<file path="config.mk">
export PLATFORM = sky130hd
export DESIGN_NAME = instr_enc_loader
export DESIGN_NICKNAME = d
export VERILOG_FILES = /design/src/rtl/instr_enc_loader.sv
export SDC_FILE = /design/constraint.sdc
export NUM_CORES = 1
export LEC_CHECK = 0
export ABC_CLOCK_PERIOD_IN_PS = 2250
export CAP_MARGIN = 20
export CORE_ASPECT_RATIO = 0.5
export CORE_UTILIZATION = 31
export CTS_BUF_LIST = sky130_fd_sc_hd__clkbuf_16
export DETAILED_ROUTE_END_ITERATION = 6
export GPL_ROUTABILITY_DRIVEN = 1
export REMOVE_ABC_BUFFERS = 1
export SYNTH_ARGS = -nofsm -noshare
export SYNTH_HDL_FRONTEND = slang
export SYNTH_SLANG_ARGS = --single-unit
</file>
<file path="constraint.sdc">
create_clock -name clk -period 2.25 [get_ports clk]
set_input_delay 0.5625 -clock clk [delete_from_list [all_inputs] [get_ports clk]]
set_output_delay 0.5625 -clock clk [all_outputs]
set_load 0.01 [all_outputs]
</file>
<file path="src/rtl/instr_enc_loader.sv">
// Program loader: re-encodes decoded control word + immediate pairs into RV32I
// instruction words and streams them into instruction memory from a base address.
module instr_enc_loader #(
  parameter int unsigned ADDR_W    = 32,
  parameter int unsigned MAX_WORDS = 256,
  parameter int unsigned CNT_W     = 9
) (
  input  logic              clk,
  input  logic              rst,
  input  logic              start,
  input  logic [ADDR_W-1:0] base_addr,
  input  logic              in_valid,
  output logic              in_ready,
  input  logic [22:0]       in_cword,
  input  logic [31:0]       in_imm,
  input  logic              in_last,
  output logic              mem_we,
  output logic [ADDR_W-1:0] mem_addr,
  output logic [31:0]       mem_wdata,
  input  logic              mem_ready,
  output logic              busy,
  output logic              done,
  output logic              err,
  output logic [CNT_W-1:0]  word_count
);

  localparam int unsigned XLEN = 32;
  localparam int unsigned OP_W = 7;

  localparam logic [3:0] IT_LOAD   = 4'd0;
  localparam logic [3:0] IT_IMM    = 4'd1;
  localparam logic [3:0] IT_STORE  = 4'd2;
  localparam logic [3:0] IT_R      = 4'd3;
  localparam logic [3:0] IT_LUI    = 4'd4;
  localparam logic [3:0] IT_AUIPC  = 4'd5;
  localparam logic [3:0] IT_BRANCH = 4'd6;
  localparam logic [3:0] IT_JALR   = 4'd7;
  localparam logic [3:0] IT_JAL    = 4'd8;

  localparam logic [OP_W-1:0] OP_LOAD   = 7'b0000011;
  localparam logic [OP_W-1:0] OP_IMM    = 7'b0010011;
  localparam logic [OP_W-1:0] OP_STORE  = 7'b0100011;
  localparam logic [OP_W-1:0] OP_R      = 7'b0110011;
  localparam logic [OP_W-1:0] OP_LUI    = 7'b0110111;
  localparam logic [OP_W-1:0] OP_AUIPC  = 7'b0010111;
  localparam logic [OP_W-1:0] OP_BRANCH = 7'b1100011;
  localparam logic [OP_W-1:0] OP_JALR   = 7'b1100111;
  localparam logic [OP_W-1:0] OP_JAL    = 7'b1101111;

  typedef enum logic [1:0] {
    S_IDLE,
    S_LOAD,
    S_DRAIN,
    S_DONE
  } state_t;

  typedef struct packed {
    logic [4:0] rs2;
    logic [4:0] rs1;
    logic [4:0] rd;
    logic       fun7;
    logic [2:0] fun3;
    logic [3:0] itype;
  } cword_t;

  state_t            state, state_next;
  cword_t            cw;
  logic [XLEN-1:0]   enc;
  logic              valid_type;
  logic              is_shift;
  logic              accept;
  logic              overflow;
  logic              full;
  logic [ADDR_W-1:0] addr;
  logic [CNT_W-1:0]  cnt_inc;

  assign cw         = cword_t'(in_cword);
  assign valid_type = (cw.itype <= IT_JAL);
  assign is_shift   = (cw.fun3 == 3'b001) || (cw.fun3 == 3'b101);
  assign cnt_inc    = word_count + CNT_W'(1);
  assign overflow   = accept && valid_type && !in_last && (cnt_inc == CNT_W'(MAX_WORDS));

  // Instruction encoder: place control-word fields and immediate slices per format
  always_comb begin
    enc = '0;
    case (cw.itype)
      IT_LOAD:   enc = {in_imm[11:0], cw.rs1, cw.fun3, cw.rd, OP_LOAD};
      IT_IMM: begin
        if (is_shift)
          enc = {1'b0, cw.fun7, 5'b00000, in_imm[4:0], cw.rs1, cw.fun3, cw.rd, OP_IMM};
        else
          enc = {in_imm[11:0], cw.rs1, cw.fun3, cw.rd, OP_IMM};
      end
      IT_STORE:  enc = {in_imm[11:5], cw.rs2, cw.rs1, cw.fun3, in_imm[4:0], OP_STORE};
      IT_R:      enc = {1'b0, cw.fun7, 5'b00000, cw.rs2, cw.rs1, cw.fun3, cw.rd, OP_R};
      IT_LUI:    enc = {in_imm[31:12], cw.rd, OP_LUI};
      IT_AUIPC:  enc = {in_imm[31:12], cw.rd, OP_AUIPC};
      IT_BRANCH: enc = {in_imm[12], in_imm[10:5], cw.rs2, cw.rs1, cw.fun3,
                        in_imm[4:1], in_imm[11], OP_BRANCH};
      IT_JALR:   enc = {in_imm[11:0], cw.rs1, 3'b000, cw.rd, OP_JALR};
      IT_JAL:    enc = {in_imm[20], in_imm[10:1], in_imm[11], in_imm[19:12], cw.rd, OP_JAL};
      default:   enc = '0;
    endcase
  end

  // State register
  always_ff @(posedge clk) begin
    if (rst) state <= S_IDLE;
    else     state <= state_next;
  end

  // Next state and input handshake
  always_comb begin
    state_next = state;
    in_ready   = 1'b0;
    accept     = 1'b0;
    case (state)
      S_IDLE: begin
        if (start) state_next = S_LOAD;
      end
      S_LOAD: begin
        in_ready = !full && (!mem_we || mem_ready);
        accept   = in_valid && in_ready;
        if (accept && (in_last || (valid_type && cnt_inc == CNT_W'(MAX_WORDS))))
          state_next = S_DRAIN;
      end
      S_DRAIN: begin
        if (!mem_we || mem_ready) state_next = S_DONE;
      end
      S_DONE: begin
        state_next = S_IDLE;
      end
      default: state_next = S_IDLE;
    endcase
  end

  // Datapath: address/count tracking and the held write request
  always_ff @(posedge clk) begin
    if (rst) begin
      addr       <= '0;
      word_count <= '0;
      err        <= 1'b0;
      full       <= 1'b0;
      mem_we     <= 1'b0;
      mem_addr   <= '0;
      mem_wdata  <= '0;
      busy       <= 1'b0;
      done       <= 1'b0;
    end else begin
      busy <= (state_next != S_IDLE);
      done <= (state_next == S_DONE);
      if (state == S_IDLE && start) begin
        addr       <= base_addr;
        word_count <= '0;
        err        <= 1'b0;
        full       <= 1'b0;
      end
      if (mem_we && mem_ready) mem_we <= 1'b0;
      // A new accept on the completing edge re-arms the write immediately
      if (accept) begin
        if (valid_type) begin
          mem_we     <= 1'b1;
          mem_addr   <= addr;
          mem_wdata  <= enc;
          addr       <= addr + ADDR_W'(4);
          word_count <= cnt_inc;
        end else begin
          err <= 1'b1;
        end
      end
      if (overflow) begin
        full <= 1'b1;
        err  <= 1'b1;
      end
    end
  end

endmodule

</file>
# Word-level counts from Yosys, hierarchy flattened
# Cells that the tools add are included.
# word_totals
ff_bits	112
latch_bits	0
mem_bits_rw	0
rom_bits	0
in_bits	93
output_inout_bits	78
word_cells	71
memories	0
# classes
add_sub_neg	2
mul	0
div	0
magnitude_cmp	1
eq_ne	15
n_shift	0
muxes	23
n_bitwise	0
n_reduce_logical	20
# ops
op	count
$pmux 32 s9	1
$mux 32	4
$add 32x3->32 const B	1
$mux 9	3
$eq 4x3->1 const B	4
$mux 1	11
$add 9x1->9 const B	1
$eq 9x9->1 const B	1
$logic_and 1x1->1	9
$eq 4x2->1 const B	2
$pmux 2 s4	1
$eq 2x2->1 const B	3
$mux 2	3
$eq 4x1->1 const B	1
$eq 4x4->1 const B	1
$le 4x4->1 const B	1
$logic_not 4->1	1
$reduce_bool 2->1	2
$eq 3x1->1 const B	1
$eq 3x3->1 const B	1
$logic_not 1->1	3
$logic_or 1x1->1	3
$eq 2x1->1 const B	1
$logic_not 2->1	1
$reduce_and 2->1	1

# Depth between registers and ports, before layout
# logic_depth
depth_word	9
ltp_mapped	9
mapped_depth_nobuf	6

# Worst setup path before layout
# No wires, ideal clock.
# synth_path
path_kind	input-to-reg
start	input in_cword[0]
end	register mem_wdata[17]
setup_time_ps	132
arrival_ps	2273
t_required_ps	2118
setup_slack_ps	-155
path_stages	8
n_path_buf	4
path_cell_list	buf_2 o31a_1 or4_1 buf_2 buf_2 clkbuf_1 a221oi_1 nor3_1
# synth_between
elab_chain_cells	2
word_cells_on_any_way	12
cone_classes	1 x order compare; 8 x eq/ne; 1 x mux; 2 x reduce/logical
# synth_rtl
item	line_no	text
start, declared	14	input logic [22:0] in_cword,
$le 4x4->1 (tied with other cells)	78	assign valid_type = (cw.itype <= IT_JAL);
$reduce_and 2->1 (no source line) or $pmux 32 s9 (tied branches)	--	
end signal, assigned	164	mem_wdata <= enc;
end, declared	19	output logic [31:0] mem_wdata,
# Several ways; a longest one is shown, not always the timed one.
# A chain may end at the register's enable or synchronous reset.

# Worst setup path after layout
# layout_path
start	input mem_ready
end	output in_ready
# layout_between
elab_chain_cells	3
# layout_rtl
item	line_no	text
start, declared	20	input logic mem_ready,
$logic_or 1x1->1	122	in_ready = !full && (!mem_we || mem_ready);
$logic_and 1x1->1	122	
$mux 1	117	case (state)
end, declared	13	output logic in_ready,
# Every way passes these cells.

==> run_results.csv <==
group,metric,value,unit
run_status,outcome,"finished, final reports clean",
grt,gr-usage-met2,0.343,
pwr,vdd_ir_drop_max,0.000391,V
clock_tree,cts-root-buf,"clkbuf_16",
critical_path,worstPathRequired,1.69,ns
sta,fin_crit_sh,0.977,
clock_tree,path_clk_slew,0.07,ns
sta,worstMarginPinSlew,0.482,ns
routing,drtAntennaViolNets,0,
sta,period_needed,2.20,ns
synthesis,synth_area_leaders,"dfxtp_1, a21oi_1, nand2_1, nor2_1, nor3_1",
routing,vias_per_cell,5.24,
die,core_area,16700,um2
critical_path,critical_path_peak_fanout,5,
synthesis,synth_area,5420,um2
critical_path,rrSetupSlack,0.24,ns
synthesis,ys_seq_area_frac,0.410,
hold_path,hold_end,"mem_addr[0]$_SDFFE_PP0P_",
die,ioPinCount,171,
critical_path,r2r_end,"addr[26]$_SDFF_PP0_",
critical_path,crit_path_max_incr_delay,0.49,ns
critical_path,cp-start-kind,"primary input",
die,initial_core_util,0.324,
die,die_w,189,um
routing,firstDrtPassIters,5,
critical_path,r2r_start,"addr[2]$_SDFF_PP0_",
grt,grt_busiest_layer,"met2",
place,dp_hpwl,12.6,mm
die,fp.dieArea,18000,um2
critical_path,cp-end-kind,"output port",
finish,area_growth,49.5,%
sta,finalClockSkew,0.0122,ns
routing,drc,0,
hold_path,min_path_type,"reg -> reg",
finish,final_util,0.484,
die,die_h,95.5,um
grt,antenna_found_initial,0,
routing,first_iter_violations,425,
synthesis,synth_warnings,0,
synthesis,ys_seq_elements,111,
clock_tree,numCtsBuffers,9,
finish,regArea,2220,um2
sta,slew_headroom,0.676,
grt,gr-total-overflow,0,
synthesis,synth_top_area_share,0.410,
pwr,total_power,0.00457,W
grt,use_met3,0.0346,
synthesis,synth_edf_count,0,
sta,max_freq,455,MHz
sta,report.final.slew_viol_count,0,
grt,grt_pass1_wl,28.5,mm
synthesis,synth_flop_cell,"dfxtp_1",
synthesis,ys_types,55,
grt,grt_pass1_vias,5710,
critical_path,critPathKind,"in -> out",
finish,fill_cells,1649,
place,place_area,7700,um2
clock_tree,cts_tree,"done",
critical_path,cp_cell_sequence,"clkdlybuf4s50_1 > nor2b_2 > buf_4 > nor3_2 > clkdlybuf4s15_2",
clock_tree,htree_levels,3,
finish,layout_commonest_cell,"clkdlybuf4s50_1",
finish,fin_area,8100,um2
finish,multi_input_area,3020,um2
routing,routedWlPerCell,15.7,um
sta,tns,0,ns
place,place.gp.congestion,0.799,
grt,track_usage,0.196,
pwr,p_leak,2.83,nW
critical_path,critical_path.slowest_cell,"clkdlybuf4s50_1",
synthesis,synthArstFlopShare,0,
hold_path,hp-start,"addr[0]$_SDFFE_PP0N_",
synthesis,synth_top_area_cell,"dfxtp_1",
flow_run,max-cap-violations,0,
die,num_rows,33,
sta,rsz0062_at_grt,"no",
clock_tree,cts.path.max_buffers,2,
sta,hold_viol,0,
hold_path,min_delay_path_depth,2,
clock_tree,clock_latency,0.35,ns
clock_tree,cts_sinks,111,
grt,grt_start_max_net_pins,49,
synthesis,avgSynthCellArea,7.69,um2
sta,setup_viol,0,
finish,fin_nets,987,
place,numPortBuffers,170,
finish,antenna_cells,0,
routing,routed_wl,17.7,mm
grt,grt_use_met1,0.253,
finish,drive_gt1_frac,0.114,
critical_path,cp.arrival,1.64,ns
pwr,p_per_area,564,nW/um2
finish,final_cell_mix,"clkdlybuf4s50_1, nand2_1, dfxtp_1, a21oi_1, nor2_1",
critical_path,reg2regPathDepth,6,
routing,vias,5895,
synthesis,synth_cells,705,
[metal layers]
metal  vias to the layer above  wire length (um)  share of wire
li1                       2942                 -              -
met1                      2809              8320           0.47
met2                       132              8380           0.47
met3                        12               835          0.047
met4                         0               130         0.0074
met5                         -                 0              0
[timing repair]
| action | 4_1_cts | 5_1_grt |
|---|---|---|
| gates resized for setup | 17 | 14 |
| gates cloned | 0 | 0 |
| hold buffers | 0 | 0 |
| buffers inserted | 1 | 0 |
| pin swaps | 4 | 6 |
| setup endpoints to repair | 97 | 48 |
[registers in the layout (all words and copies together) (netlist names)]
signal	flops
addr	32
mem_addr	32
mem_we	1
err	1
full	1
mem_wdata	31
done	1
busy	1
word_count	9
state	2
[power by group]
group          switching, W  total (W)  internal, W
sequential        0.0000724    0.00212      0.00205
combinational      0.000389   0.000820     0.000432
clock              0.000764    0.00163     0.000868
[worst max-delay path by stage]
stage / from / endpoint / cells past startpoint
6_report: mem_ready / in_ready / 5
5_1_grt: in_cword[2] / word_count[4]$_SDFF_PP0_ / 8
4_1_cts: in_cword[1] / addr[30]$_SDFF_PP0_ / 7
3_5_place_dp: in_cword[0] / addr[30]$_SDFF_PP0_ / 7
3_3_place_gp: in_cword[0] / addr[31]$_SDFF_PP0_ / 7
2_1_floorplan: in_cword[0] / addr[2]$_SDFF_PP0_ / 5
[layout make-up]
type,instances,area share
multi-input cells,533,0.373
repair buffers,231,0.278
flip-flops and latches,111,0.274
well taps,227,0.0351
clock buffers,9,0.0278
clock inverters,7,0.00896
inverters,6,0.00278
[cell families (layout without fill, tap and decap cells)]
family | count (synthesis) | count (layout) | share of synthesized area
AOI/OAI and AO/OA | 195 | 195 | 0.234
xor gates and xnor gates | 1 | 1 | 0.00162
adders and majority gates | 2 | 2 | 0.00462
buffers and inverters | 61 | 253 | 0.0448
DFF | 111 | 111 | 0.410
muxes | 12 | 12 | 0.0242
and+or+nand+nor | 323 | 323 | 0.281
[cells in the mapped netlist (all sizes together), types with 11 or more instances]
| master | n |
|---|---|
| buf | 17 |
| nor2b | 19 |
| nand3 | 17 |
| nor3 | 36 |
| o21ai | 17 |
| clkbuf | 38 |
| a221oi | 18 |
| a31oi | 11 |
| nand4 | 12 |
| nor2 | 79 |
| dfxtp | 111 |
| nand2 | 111 |
| a21oi | 85 |
[worst max-delay path: cells and delay by family]
family / cells / cell delay (ns)
buf+inv: 3 / 0.89
simple gates: 2 / 0.18
[metrics by stage]
stage	worst slack, ns	instances	hold slack [ns]
detailed placement	-0.751	1107	0.445
floorplan	-4.00	650	0.426
global route	0.00469	1124	0.464
CTS	-0.00138	1124	0.454
finish	0.0511	1124	0.453
global placement	-0.720	1107	0.438
(Power assumes the default switching activity.)
